`src/rtl/axi_wr_burst_master.sv`:
```
// rtl/axi_wr_burst_master.sv - AXI4 write-burst master draining a FWFT FIFO into one AW/W/B transaction
module axi_wr_burst_master #(
  parameter int         AXI_ADDR_W = 30,
  parameter int         AXI_DATA_W = 64,
  parameter logic [3:0] AXI_ID     = 4'd0
) (
  input  logic                    clk,
  input  logic                    rst,
  // burst command from address generation
  input  logic                    cmd_valid,
  output logic                    cmd_ready,
  input  logic [AXI_ADDR_W-1:0]   cmd_addr,
  input  logic [7:0]              cmd_len,
  // first-word-fall-through write FIFO
  input  logic                    fifo_empty,
  input  logic [AXI_DATA_W-1:0]   fifo_rd_data,
  output logic                    fifo_rd_en,
  // status
  output logic                    busy,
  output logic                    done,
  output logic                    resp_err,
  output logic                    bad_4k,
  // AXI write address channel
  output logic [3:0]              m_axi_awid,
  output logic [AXI_ADDR_W-1:0]   m_axi_awaddr,
  output logic [7:0]              m_axi_awlen,
  output logic [2:0]              m_axi_awsize,
  output logic [1:0]              m_axi_awburst,
  output logic                    m_axi_awlock,
  output logic [3:0]              m_axi_awcache,
  output logic [2:0]              m_axi_awprot,
  output logic [3:0]              m_axi_awqos,
  output logic                    m_axi_awvalid,
  input  logic                    m_axi_awready,
  // AXI write data channel
  output logic [AXI_DATA_W-1:0]   m_axi_wdata,
  output logic [AXI_DATA_W/8-1:0] m_axi_wstrb,
  output logic                    m_axi_wlast,
  output logic                    m_axi_wvalid,
  input  logic                    m_axi_wready,
  // AXI write response channel
  input  logic [3:0]              m_axi_bid,
  input  logic [1:0]              m_axi_bresp,
  input  logic                    m_axi_bvalid,
  output logic                    m_axi_bready
);

  typedef enum logic [1:0] {ST_IDLE, ST_AW, ST_W, ST_B} state_t;

  state_t                  state_q;
  logic [AXI_ADDR_W-1:0]   awaddr_q;
  logic [7:0]              awlen_q;
  logic                    awvalid_q;
  logic [7:0]              beat_q;
  logic                    busy_q;
  logic                    done_q;
  logic                    resp_err_q;
  logic                    bad_4k_q;

  logic                    accept;
  logic                    w_hs;
  logic [13:0]             end_off;
  logic                    bad_4k_d;
  logic                    unused_bid;

  // Only one transaction is ever outstanding, so the B id carries no information.
  assign unused_bid = ^m_axi_bid;

  // Ready only in IDLE, and held low in the done cycle so a queued command waits one more cycle.
  assign cmd_ready = (state_q == ST_IDLE) && !rst && !done_q;
  assign accept    = cmd_valid && cmd_ready;

  // Byte offset one past the burst end within its 4 KB page; beats are 8 bytes each.
  assign end_off  = {2'b00, cmd_addr[11:0]} + {3'b000, cmd_len, 3'b000} + 14'd8;
  assign bad_4k_d = accept && (end_off > 14'd4096);

  // W channel follows the FIFO head directly so a stalled beat keeps its data.
  assign m_axi_wvalid = (state_q == ST_W) && !fifo_empty;
  assign m_axi_wdata  = fifo_rd_data;
  assign m_axi_wlast  = (beat_q == awlen_q) && m_axi_wvalid;
  assign w_hs         = m_axi_wvalid && m_axi_wready;
  assign fifo_rd_en   = w_hs;

  assign m_axi_bready = (state_q == ST_B);

  assign m_axi_awid    = AXI_ID;
  assign m_axi_awaddr  = awaddr_q;
  assign m_axi_awlen   = awlen_q;
  assign m_axi_awsize  = 3'd3;
  assign m_axi_awburst = 2'b01;
  assign m_axi_awlock  = 1'b0;
  assign m_axi_awcache = 4'b0011;
  assign m_axi_awprot  = 3'd0;
  assign m_axi_awqos   = 4'd0;
  assign m_axi_awvalid = awvalid_q;
  assign m_axi_wstrb   = '1;

  assign busy     = busy_q;
  assign done     = done_q;
  assign resp_err = resp_err_q;
  assign bad_4k   = bad_4k_q;

  // Burst sequencer: accept command, issue AW, stream W beats, collect B.
  always_ff @(posedge clk) begin
    if (rst) begin
      state_q    <= ST_IDLE;
      awaddr_q   <= '0;
      awlen_q    <= '0;
      awvalid_q  <= 1'b0;
      beat_q     <= '0;
      busy_q     <= 1'b0;
      done_q     <= 1'b0;
      resp_err_q <= 1'b0;
      bad_4k_q   <= 1'b0;
    end else begin
      done_q     <= 1'b0;
      resp_err_q <= 1'b0;
      bad_4k_q   <= bad_4k_d;
      case (state_q)
        ST_IDLE: begin
          if (accept) begin
            awaddr_q  <= cmd_addr;
            awlen_q   <= cmd_len;
            beat_q    <= '0;
            busy_q    <= 1'b1;
            awvalid_q <= 1'b1;
            state_q   <= ST_AW;
          end
        end
        ST_AW: begin
          if (m_axi_awready) begin
            awvalid_q <= 1'b0;
            state_q   <= ST_W;
          end
        end
        ST_W: begin
          if (w_hs) begin
            beat_q <= beat_q + 8'd1;
            if (beat_q == awlen_q) begin
              state_q <= ST_B;
            end
          end
        end
        ST_B: begin
          if (m_axi_bvalid) begin
            done_q     <= 1'b1;
            resp_err_q <= (m_axi_bresp != 2'b00);
            busy_q     <= 1'b0;
            state_q    <= ST_IDLE;
          end
        end
        default: state_q <= ST_IDLE;
      endcase
    end
  end

endmodule

```
`config.mk`:
```
export PLATFORM = sky130hd
export DESIGN_NAME = axi_wr_burst_master
export DESIGN_NICKNAME = d
export VERILOG_FILES = /design/src/rtl/axi_wr_burst_master.sv
export SDC_FILE = /design/constraint.sdc
export NUM_CORES = 1
export LEC_CHECK = 0
export ABC_AREA = 0
export CORE_UTILIZATION = 26
export DETAILED_ROUTE_END_ITERATION = 16
export PLACE_DENSITY = 0.64
export SYNTH_ARGS = -nofsm -noshare
export SYNTH_HDL_FRONTEND = slang
export SYNTH_SLANG_ARGS = --single-unit
```
`constraint.sdc`:
```
create_clock -name clk -period 6.45 [get_ports clk]
set_input_delay 0.645 -clock clk [delete_from_list [all_inputs] [get_ports clk]]
set_output_delay 0.645 -clock clk [all_outputs]
set_load 0.01 [all_outputs]
```
## Word-level counts from Yosys, hierarchy flattened

Cells that the tools add are included.

| cells by class | value |
|---|---|
| reductions and logical operators | 22 |
| muxes and demuxes | 15 |
| bitwise gates (word level) | 2 |
| add/subtract/negate cells | 3 |
| $lt $le $gt $ge | 1 |
| equal/unequal tests | 9 |

Operator list:

| cell | number |
|---|---|
| $mux W8 | 2 |
| $pmux W8 S2 | 1 |
| $add A13 B4 Y14 const B | 1 |
| $gt A14 B13 Y1 const B | 1 |
| $add A12 B11 Y13 | 1 |
| $mux W2 | 5 |
| $reduce_and A3 Y1 | 3 |
| $add A8 B1 Y8 const B | 1 |
| $eq A8 B8 Y1 | 1 |
| $ne A2 B2 Y1 const B | 4 |
| $pmux W2 S4 | 1 |
| $reduce_bool A2 Y1 | 4 |
| $logic_and A1 B1 Y1 | 7 |
| $reduce_and A5 Y1 | 1 |
| $eq A2 B2 Y1 const B | 2 |
| $mux W1 | 4 |
| $pmux W1 S2 | 2 |
| $logic_not A1 Y1 | 3 |
| $reduce_or A3 Y1 | 1 |
| $eq A2 B1 Y1 const B | 1 |
| $logic_not A2 Y1 | 1 |
| $ne A2 B1 Y1 const B | 1 |
| $not A1 Y1 | 2 |
| $reduce_and A2 Y1 | 1 |
| $reduce_or A2 Y1 | 1 |

| word-level totals | value |
|---|---|
| bits of input ports | 115 |
| register bits after elaboration | 53 |
| output and inout bits | 141 |

## Longest topological paths before layout

Gate-level depths: netlist of the first run.

| logic depth | value |
|---|---|
| word-level depth | 6 |
| gate-level depth with buffers | 11 |

## Worst setup path before layout of the first run

Ideal clock, no wire load.

| timing path | value |
|---|---|
| path kind | input port to flip-flop |
| start | input cmd_addr[4] |
| end | register bad_4k_q (netlist: bad_4k) |
| arrival | 2.386 ns |
| cell stages on the path | 9 |
| buffers on the path | 0 |
| setup slack | 3.949 ns |
| path through | ha_1 -> ha_1 -> fa_1 -> a21o_1 -> a211oi_1 -> o21ai_0 -> a211oi_1 -> nor2_1 -> o21a_1 |

| on the way | value |
|---|---|
| cells in the longest elaborated chain, start to end | 4 |

Ends and longest elaborated chain:

| item | line | source |
|---|---|---|
| from (decl) | 12 | `input logic [AXI_ADDR_W-1:0] cmd_addr,` |
| $add A12 B11 Y13 | 74 | `assign end_off = {2'b00, cmd_addr[11:0]} + {3'b000, cmd_len, 3'b000} + 14'd8;` |
| $add A13 B4 Y14 | 74 |  |
| $gt A14 B13 Y1 | 75 | `assign bad_4k_d = accept && (end_off > 14'd4096);` |
| $logic_and A1 B1 Y1 | 75 |  |
| to (signal assigned) | 118 | `bad_4k_q <= bad_4k_d;` |
| to (decl) | 58 | `logic bad_4k_q;` |

No other way between the ends.
A chain may end at the register's enable or synchronous reset.

## Final worst setup path of the first run

Ends and elaborated chain as after synthesis.

==> impl_results.html, run 1 <==
<table>
<tr><th>Metric</th><th>Value</th></tr>
<tr><th colspan="2">Placement</th></tr>
<tr><td>Placed cells</td><td>590</td></tr>
<tr><td>IO Port Bufs</td><td>94</td></tr>
<tr><td>RD Place Congestion</td><td>0.8345</td></tr>
<tr><td>Half-perimeter wire length of the detailed placement result</td><td>5.553 mm</td></tr>
<tr><td>Total placed instance area</td><td>3796 um2</td></tr>
<tr><td>Pre-CTS setup slack</td><td>3289 ps</td></tr>
<tr><th colspan="2">Layout</th></tr>
<tr><td>Commonest cells after routing, fill and taps aside</td><td>94 x sky130_fd_sc_hd__clkdlybuf4s50_1, 84 x sky130_fd_sc_hd__nand2_1, 53 x sky130_fd_sc_hd__dfxtp_1</td></tr>
<tr><td>Leading cell type in the layout, fill and taps excluded</td><td>sky130_fd_sc_hd__clkdlybuf4s50_1</td></tr>
<tr><td>Fraction of layout cells with a size suffix above 1</td><td>3.721%</td></tr>
<tr><td>Count of fill cells added during filler insertion</td><td>about 1,300</td></tr>
<tr><td>Area Overhead vs Synth</td><td>21.02%</td></tr>
<tr><td>Number of antenna diodes</td><td>0</td></tr>
<tr><td>Non-Filler Instances</td><td>~600</td></tr>
<tr><td>Total Nets Final</td><td>567</td></tr>
<tr><td>Final non-filler cell area</td><td>3969 um2</td></tr>
<tr><td>Utilization after layout</td><td>roughly a third</td></tr>
<tr><th colspan="2">Min path</th></tr>
<tr><td>Number of cells traversed by the worst hold path</td><td>2</td></tr>
<tr><td>Class of the worst hold path</td><td>reg2reg</td></tr>
<tr><td>Endpoint with the worst hold slack</td><td>m_axi_awaddr[17]$_SDFFE_PP0P_</td></tr>
<tr><td>Worst Hold Launch</td><td>m_axi_awaddr[17]$_SDFFE_PP0P_</td></tr>
<tr><th colspan="2">Routing</th></tr>
<tr><td>Drt wl/cell</td><td>12.01 um</td></tr>
<tr><td>Final Routed Wirelength</td><td>7.183 mm</td></tr>
<tr><td>Iteration-0 DRC count of the detailed router</td><td>85</td></tr>
<tr><td>Count of TritonRoute iterations in the first routing pass</td><td>6</td></tr>
<tr><td>Vias per std cell</td><td>4.125</td></tr>
<tr><td>Number of nets with antenna violations after detailed routing</td><td>0</td></tr>
<tr><td>Residual DRC</td><td>0</td></tr>
<tr><td>Routed via count</td><td>2,467</td></tr>
<tr><th colspan="2">Yosys</th></tr>
<tr><td>Yosys top cell area share</td><td>between 30% and 40%</td></tr>
<tr><td>Main area contributors after synthesis</td><td>sky130_fd_sc_hd__dfxtp_1 32%, sky130_fd_sc_hd__buf_4 21%, sky130_fd_sc_hd__nand2_1 9.6%, sky130_fd_sc_hd__ha_1 8.4%, sky130_fd_sc_hd__o21ai_0 5.8%</td></tr>
<tr><td>Register area share after synthesis</td><td>32.35%</td></tr>
<tr><td>Synth Register Bits</td><td>53</td></tr>
<tr><td>Top FF cell, synth</td><td>sky130_fd_sc_hd__dfxtp_1</td></tr>
<tr><td>Count of mapped cells out of synthesis</td><td>~400</td></tr>
<tr><td>Post-Syn Area</td><td>between 3000 and 4000 um2</td></tr>
<tr><td>Largest area contributor in the netlist</td><td>sky130_fd_sc_hd__dfxtp_1</td></tr>
<tr><td>Post-synth cell types</td><td>roughly 40</td></tr>
<tr><td>Post-synth EDFFs</td><td>0</td></tr>
<tr><td>Yosys warnings</td><td>0</td></tr>
<tr><td>Ys async rst share</td><td>0%</td></tr>
<tr><td>Syn_area_per_cell</td><td>8.097 um2</td></tr>
<tr><th colspan="2">Critical path</th></tr>
<tr><td>Delay contributed by the slowest stage of the critical path</td><td>450 ps</td></tr>
<tr><td>FF-to-FF path depth</td><td>8</td></tr>
<tr><td>Crit path kind</td><td>in2reg</td></tr>
<tr><td>Reg-to-reg setup timing slack</td><td>4200 ps</td></tr>
<tr><td>Critical path origin</td><td>cmd_addr[4]</td></tr>
<tr><td>Reg-to-reg critical path endpoint</td><td>bad_4k$_SDFF_PP0_</td></tr>
<tr><td>Type of origin of the critical path</td><td>primary input</td></tr>
<tr><td>Sequence of cells on the critical path</td><td>clkdlybuf4s50_1 -&gt; ha_1 -&gt; ha_1 -&gt; fa_1 -&gt; a21o_1 -&gt; a211oi_1 -&gt; o21ai_0 -&gt; a211oi_1 -&gt; nor2_1 -&gt; o21a_1</td></tr>
<tr><td>Arrival time of data at the critical path endpoint</td><td>3050 ps</td></tr>
<tr><td>Origin of the critical flop-to-flop path</td><td>state_q[0]$_SDFFE_PP0P_</td></tr>
<tr><td>Required time of the critical path</td><td>between 6000 and 7000 ps</td></tr>
<tr><td>Critical path capture point type</td><td>flip-flop</td></tr>
<tr><td>Cell with the largest stage delay on the worst path</td><td>sky130_fd_sc_hd__clkdlybuf4s50_1</td></tr>
<tr><td>Crit-path max FO</td><td>2</td></tr>
<tr><th colspan="2">STA</th></tr>
<tr><td>Pin slew with the least headroom to its limit</td><td>688.8 ps</td></tr>
<tr><td>Max Fclk</td><td>about 350 MHz</td></tr>
<tr><td>RSZ-0062 raised after global routing</td><td>no</td></tr>
<tr><td>Number of endpoints with negative hold slack in the final report</td><td>0</td></tr>
<tr><td>Worst slew margin relative to its limit</td><td>between 50% and 60%</td></tr>
<tr><td>Worst clock skew</td><td>5.060 ps</td></tr>
<tr><td>Pins Over Slew Limit</td><td>0</td></tr>
<tr><td>Minimum setup slack in the final design</td><td>3589 ps</td></tr>
<tr><td>Clock period minus worst slack</td><td>2861 ps</td></tr>
<tr><td>Worst hold slack after final layout</td><td>448.1 ps</td></tr>
<tr><td>Post-route setup TNS</td><td>0 ps</td></tr>
<tr><td>Final period utilization</td><td>between 40 and 50%</td></tr>
<tr><td>Final number of setup-violating endpoints</td><td>0</td></tr>
<tr><th colspan="2">Global route</th></tr>
<tr><td>Congestion Overflow GR</td><td>0</td></tr>
<tr><td>Wire length of the first global-routing pass</td><td>11.47 mm</td></tr>
<tr><td>Antenna violations before repair</td><td>0</td></tr>
<tr><td>Pin count of the biggest net entering global routing</td><td>81</td></tr>
<tr><td>Gr usage total</td><td>11.18%</td></tr>
<tr><td>Via count of the first global-routing pass</td><td>roughly 2,300</td></tr>
<tr><th colspan="2">Die</th></tr>
<tr><td>Floorplan die width</td><td>114.3 um</td></tr>
<tr><td>Initial core utilization</td><td>26.97%</td></tr>
<tr><td>Core region area</td><td>approximately 12,000 um2</td></tr>
<tr><td>Boundary Pins</td><td>256</td></tr>
<tr><td>Die area</td><td>roughly 13,000 um2</td></tr>
<tr><td>Die H</td><td>114.3 um</td></tr>
<tr><td>Number of placement rows</td><td>40</td></tr>
<tr><th colspan="2">Outcome</th></tr>
<tr><td>Status</td><td>finished, final reports clean</td></tr>
<tr><th colspan="2">Clock network</th></tr>
<tr><td>Clock latency at the later pin of the worst-skew pair</td><td>290 ps</td></tr>
<tr><td>Register clock-pin slew on the reported worst setup and hold paths</td><td>70 ps</td></tr>
<tr><td>Post-CTS Repair Setup Buffers</td><td>0</td></tr>
<tr><td>Maximum number of buffers from clock root to sink</td><td>2</td></tr>
<tr><td>Count of cells resized by post-cts repair</td><td>0</td></tr>
<tr><td>Number of buffers added by the clock tree synthesis step</td><td>5</td></tr>
<tr><td>Hold buffer count at CTS</td><td>0</td></tr>
<tr><td>Clock tree root driver cell</td><td>sky130_fd_sc_hd__clkbuf_16</td></tr>
<tr><td>Clock net sink count</td><td>53</td></tr>
<tr><td>CTS tree</td><td>yes</td></tr>
<tr><td>CTS H-tree lvls</td><td>2</td></tr>
<tr><th colspan="2">Power</th></tr>
<tr><td>Peak supply drop</td><td>0.1049 mV</td></tr>
<tr><td>Overall power consumption</td><td>around 1.2 mW</td></tr>
<tr><td>PD cells</td><td>297.0 nW/um2</td></tr>
<tr><td>Cell leakage power</td><td>between 1.5 and 2 nW</td></tr>
<tr><th colspan="2">Job</th></tr>
<tr><td>Max_cap viols</td><td>0</td></tr>
</table>
==> kinds of logic (layout without fill, tap and decap cells) <==
| logic type | after synthesis | in the layout | synth area share, % |
|---|---|---|---|
| adder cells (fa/ha/maj) | 23 | 23 | 9.004 |
| flip-flops | 53 | 53 | 32.35 |
| buffers and inverters | 117 | 115 | 24.19 |
| AO/OA/AOI/OAI | 59 | 59 | 10.72 |
| multiplexers | 3 | 3 | 0.9157 |
| XOR/XNOR | 19 | 19 | 5.074 |
| other | 2 | 29 | 0.2290 |
| AND/OR/NAND/NOR | 129 | 129 | 17.51 |
==> layout make-up <==
| class | instances | area (um2) | share of cell area [%] |
|---|---|---|---|
| flip-flops and latches | 53 | 1061 | 26.73 |
| inverters | 11 | 41.29 | 1.040 |
| repair buffers | 96 | 955.9 | 24.09 |
| clock buffers | 7 | 142.6 | 3.594 |
| well taps | 168 | 210.2 | 5.296 |
| clock inverters | 1 | 30.03 | 0.7566 |
| multi-input cells | 262 | 1528 | 38.49 |
==> metal layers <==
metal	vias up	track usage [%]	share of wire, %
met1	1110	13.87	46
li1	1255	-	-
met3	25	2.700	5.8
met5	-	0	0
met4	0	5.628	2.2
met2	77	18.02	46
==> power breakdown <==
| group | switching (mW) | internal, mW | total [mW] |
|---|---|---|---|
| Clock | 0.121 | 0.194 | 0.315 |
| Sequential | 0.0413 | 0.389 | 0.431 |
| Combinational | 0.209 | 0.223 | 0.433 |
| Total | 0.372 | 0.807 | 1.18 |
==> worst max path at each step <==
stage,to,cells past startpoint
3_5_place_dp,bad_4k$_SDFF_PP0_,10
4_1_cts,bad_4k$_SDFF_PP0_,10
3_3_place_gp,bad_4k$_SDFF_PP0_,10
6_report,bad_4k$_SDFF_PP0_,10
2_1_floorplan,bad_4k$_SDFF_PP0_,9
5_1_grt,bad_4k$_SDFF_PP0_,10
==> flip-flops by register name, summed over array words and instances, names as in the netlist <==
signal         flops
m_axi_awvalid      1
resp_err           1
state_q            2
done               1
bad_4k             1
m_axi_awaddr      30
m_axi_awlen        8
busy               1
beat_q             8
==> synthesized netlist by cell type, drive strengths merged (5+ instances only) <==
library cell  number
buf               97
clkbuf             9
dfxtp             53
ha                22
inv               11
nand2             84
nand4              5
nor2              14
o21ai             42
xor2              15
==> worst max-delay path, delay by kind of cell <==
family / cells / cell delay [ps]
adder cells (fa/ha/maj): 3 / 950
buffers and inverters: 1 / 450
AND/OR/NAND/NOR: 1 / 80
AO/OA/AOI/OAI: 5 / 930
(Power assumes the default switching activity.)
==> run 2, diff against run 1 <==
--- a/config.mk
+++ b/config.mk
@@ -8,7 +8,7 @@
 export ABC_AREA = 0
 export CORE_UTILIZATION = 26
 export DETAILED_ROUTE_END_ITERATION = 16
-export PLACE_DENSITY = 0.64
+export PLACE_DENSITY = 0.67
 export SYNTH_ARGS = -nofsm -noshare
 export SYNTH_HDL_FRONTEND = slang
 export SYNTH_SLANG_ARGS = --single-unit
==> constraint.sdc (replaced) <==
create_clock -name clk -period 2.48 [get_ports clk]
set_input_delay 0.248 -clock clk [delete_from_list [all_inputs] [get_ports clk]]
set_output_delay 0.248 -clock clk [all_outputs]
set_load 0.01 [all_outputs]
==> impl_results.html, run 2 (synthesis results as in run 1) <==
<table>
<tr><th>Metric</th><th>Value</th></tr>
<tr><th colspan="2">Critical path</th></tr>
<tr><td>Delay contributed by the slowest stage of the critical path</td><td>500 ps (+50 ps)</td></tr>
<tr><td>Cell with the largest stage delay on the worst path</td><td>sky130_fd_sc_hd__clkdlybuf4s50_1</td></tr>
<tr><td>Critical path capture point type</td><td>flip-flop</td></tr>
<tr><td>Arrival time of data at the critical path endpoint</td><td>2530 ps (-520 ps)</td></tr>
<tr><td>CP most frequent cell</td><td>sky130_fd_sc_hd__ha_1</td></tr>
<tr><td>Crit path kind</td><td>in2reg</td></tr>
<tr><td>Reg-to-reg setup timing slack</td><td>560 ps (-3640 ps)</td></tr>
<tr><td>Crit-path max FO</td><td>2 (unchanged)</td></tr>
<tr><td>Type of origin of the critical path</td><td>primary input</td></tr>
<tr><td>Required time of the critical path</td><td>2670 ps (-3970 ps)</td></tr>
<tr><td>Sequence of cells on the critical path</td><td>clkdlybuf4s50_1 -&gt; ha_1 -&gt; ha_1 -&gt; fa_1 -&gt; a21o_1 -&gt; a21oi_1 -&gt; mux2i_1 -&gt; nand4_1 -&gt; o21a_1</td></tr>
<tr><th colspan="2">Layout</th></tr>
<tr><td>Utilization after layout</td><td>32.93% (+0.30 points)</td></tr>
<tr><td>Count of fill cells added during filler insertion</td><td>1,278 (-0.54%)</td></tr>
<tr><td>Number of antenna diodes</td><td>0 (unchanged)</td></tr>
<tr><td>Fraction of layout cells with a size suffix above 1</td><td>5.517% (+1.8 points)</td></tr>
<tr><td>Final non-filler cell area</td><td>4005 um2 (+0.91%)</td></tr>
<tr><td>Area Overhead vs Synth</td><td>22.13%</td></tr>
<tr><td>Leading cell type in the layout, fill and taps excluded</td><td>sky130_fd_sc_hd__clkdlybuf4s50_1</td></tr>
<tr><td>Number of flip-flops in the largest register</td><td>30 (unchanged)</td></tr>
<tr><td>Commonest cells after routing, fill and taps aside</td><td>94 x sky130_fd_sc_hd__clkdlybuf4s50_1, 84 x sky130_fd_sc_hd__nand2_1, 53 x sky130_fd_sc_hd__dfxtp_1</td></tr>
<tr><td>Total Nets Final</td><td>572 (+0.88%)</td></tr>
<tr><th colspan="2">Power</th></tr>
<tr><td>Register share of total power</td><td>37.8% (+1.2 points)</td></tr>
<tr><td>Combinational share of power</td><td>38.9% (+2.2 points)</td></tr>
<tr><td>Switching Power</td><td>0.9896 mW (+170%)</td></tr>
<tr><td>Cell leakage power</td><td>1.627 nW (+0.54%)</td></tr>
<tr><td>PD cells</td><td>744.8 nW/um2 (+150%)</td></tr>
<tr><td>Share of total power consumed by net switching</td><td>33.18% (+1.6 points)</td></tr>
<tr><td>Portion of total power attributed to the clock network</td><td>23.2% (-3.5 points)</td></tr>
<tr><td>Peak supply drop</td><td>0.2530 mV (+140%)</td></tr>
<tr><td>Overall power consumption</td><td>2.983 mW (+150%)</td></tr>
<tr><td>Internal power consumption</td><td>1.993 mW (+150%)</td></tr>
<tr><th colspan="2">Clock network</th></tr>
<tr><td>Hold buffer count at CTS</td><td>0 (unchanged)</td></tr>
<tr><td>Clock latency at the later pin of the worst-skew pair</td><td>290 ps (about the same)</td></tr>
<tr><td>Register clock-pin slew on the reported worst setup and hold paths</td><td>70 ps (about the same)</td></tr>
<tr><td>CTS tree</td><td>yes</td></tr>
<tr><td>Clock tree root driver cell</td><td>sky130_fd_sc_hd__clkbuf_16</td></tr>
<tr><td>CTS H-tree lvls</td><td>2 (unchanged)</td></tr>
<tr><td>Post-CTS Repair Setup Buffers</td><td>0 (unchanged)</td></tr>
<tr><td>Clock net sink count</td><td>53 (unchanged)</td></tr>
<tr><td>Number of buffers added by the clock tree synthesis step</td><td>5 (unchanged)</td></tr>
<tr><td>Count of cells resized by post-cts repair</td><td>0 (unchanged)</td></tr>
<tr><td>Maximum number of buffers from clock root to sink</td><td>2 (unchanged)</td></tr>
<tr><th colspan="2">Routing</th></tr>
<tr><td>Residual DRC</td><td>0 (unchanged)</td></tr>
<tr><td>Vias per std cell</td><td>4.151 (+0.62%)</td></tr>
<tr><td>Final Routed Wirelength</td><td>7.365 mm (+2.5%)</td></tr>
<tr><td>Number of nets with antenna violations after detailed routing</td><td>0 (unchanged)</td></tr>
<tr><td>Routed via count</td><td>2,503 (+1.5%)</td></tr>
<tr><td>Drt wl/cell</td><td>12.21 um (+1.7%)</td></tr>
<tr><td>Count of TritonRoute iterations in the first routing pass</td><td>4 (-2)</td></tr>
<tr><td>Iteration-0 DRC count of the detailed router</td><td>69 (-19%)</td></tr>
<tr><th colspan="2">Global route</th></tr>
<tr><td>Via count of the first global-routing pass</td><td>2,420 (+3.6%)</td></tr>
<tr><td>Pin count of the biggest net entering global routing</td><td>39 (-52%)</td></tr>
<tr><td>Wire length of the first global-routing pass</td><td>11.53 mm (+0.54%)</td></tr>
<tr><td>Most used routing layer in global routing</td><td>met2</td></tr>
<tr><td>Antenna violations before repair</td><td>0 (unchanged)</td></tr>
<tr><td>GR met1 Demand/Resource</td><td>13.43% (-0.45 points)</td></tr>
<tr><td>Congestion Overflow GR</td><td>0 (unchanged)</td></tr>
<tr><td>Gr usage total</td><td>11.16% (-0.011 points)</td></tr>
<tr><td>Global routing usage on met2</td><td>18.91% (+0.89 points)</td></tr>
<tr><td>Met3 Track Usage GR</td><td>2.859% (+0.16 points)</td></tr>
<tr><th colspan="2">Placement</th></tr>
<tr><td>IO Port Bufs</td><td>94 (unchanged)</td></tr>
<tr><td>RD Place Congestion</td><td>0.7849 (-5.9%)</td></tr>
<tr><td>Total placed instance area</td><td>3846 um2 (+1.3%)</td></tr>
<tr><td>Half-perimeter wire length of the detailed placement result</td><td>5.816 mm (+4.7%)</td></tr>
<tr><th colspan="2">Die</th></tr>
<tr><td>Floorplan die width</td><td>114.3 um (unchanged)</td></tr>
<tr><td>Initial core utilization</td><td>26.97% (unchanged)</td></tr>
<tr><td>Die area</td><td>13,070 um2 (unchanged)</td></tr>
<tr><td>Number of placement rows</td><td>40 (unchanged)</td></tr>
<tr><td>Boundary Pins</td><td>256 (unchanged)</td></tr>
<tr><td>Core region area</td><td>12,160 um2 (unchanged)</td></tr>
<tr><td>Die H</td><td>114.3 um (unchanged)</td></tr>
<tr><th colspan="2">STA</th></tr>
<tr><td>Clock period minus worst slack</td><td>2346 ps</td></tr>
<tr><td>Max Fclk</td><td>around 430 MHz</td></tr>
<tr><td>RSZ-0062 raised after global routing</td><td>no</td></tr>
<tr><td>Worst hold slack after final layout</td><td>450.6 ps (+2.501 ps)</td></tr>
<tr><td>Worst clock skew</td><td>4.535 ps (-0.5252 ps)</td></tr>
<tr><td>Number of endpoints with negative hold slack in the final report</td><td>0 (unchanged)</td></tr>
<tr><td>Final number of setup-violating endpoints</td><td>0 (unchanged)</td></tr>
<tr><td>Pins Over Slew Limit</td><td>0 (unchanged)</td></tr>
<tr><td>Final period utilization</td><td>94.60%</td></tr>
<tr><th colspan="2">Outcome</th></tr>
<tr><td>Status</td><td>finished, final reports clean</td></tr>
<tr><th colspan="2">Min path</th></tr>
<tr><td>Class of the worst hold path</td><td>reg2reg</td></tr>
<tr><th colspan="2">Job</th></tr>
<tr><td>Max_cap viols</td><td>0 (unchanged)</td></tr>
</table>
## run 2: layout make-up
class / count / area, um2 / area share (%)
clock buffer: 5 / 125.1 / 3.124
clock inverter: 3 / 22.52 / 0.5623
inverter: 11 / 41.29 / 1.031
multi-input combinational: 262 / 1539 / 38.43
sequential: 53 / 1061 / 26.49
tap: 168 / 210.2 / 5.248
timing repair buffer: 101 / 1006 / 25.12
## run 2: path summary, 6_finish.rpt
path	from	cells past startpoint	endpoint
min	m_axi_awaddr[26]$_SDFFE_PP0P_	2	m_axi_awaddr[26]$_SDFFE_PP0P_
min reg2reg	m_axi_awaddr[26]$_SDFFE_PP0P_	2	m_axi_awaddr[26]$_SDFFE_PP0P_
max reg2reg	state_q[0]$_SDFFE_PP0P_	8	beat_q[6]$_SDFFE_PP0P_
max	cmd_len[1]	9	bad_4k$_SDFF_PP0_
## run 2: metal layers
layer  vias to the layer above  share of wire (%)  wire length [um]
li1                       1262                  -                 -
met4                         0                1.7               125
met3                        15                5.9               436
met5                         -                  0                 0
met1                      1133                 45              3301
met2                        93                 48              3501
## run 2: worst max-delay path: cells and delay by family
kind	cells	cell delay, ps
compound gates	3	600
buf+inv	1	500
fa+ha+maj	3	840
simple gates	1	120
mux	1	220
## run 2: metrics by stage
stage	setup WS (ps)	setup TNS, ps	instances
2_1_floorplan	376.0	0	432
3_3_place_gp	-163.7	-163.7	595
3_5_place_dp	-153.6	-153.6	595
4_1_cts	151.1	0	603
5_1_grt	3.250	0	603
6_report	133.9	0	603
## run 2: power by group through the flow
stage	Clock, mW	Combinational (mW)	Sequential (mW)
detailed placement	0	1.16	1.15
finish	0.693	1.16	1.13
global placement	0	1.14	1.14
CTS	0.725	1.17	1.13
floorplan	0	0.716	1.19
global route	0.763	1.28	1.15
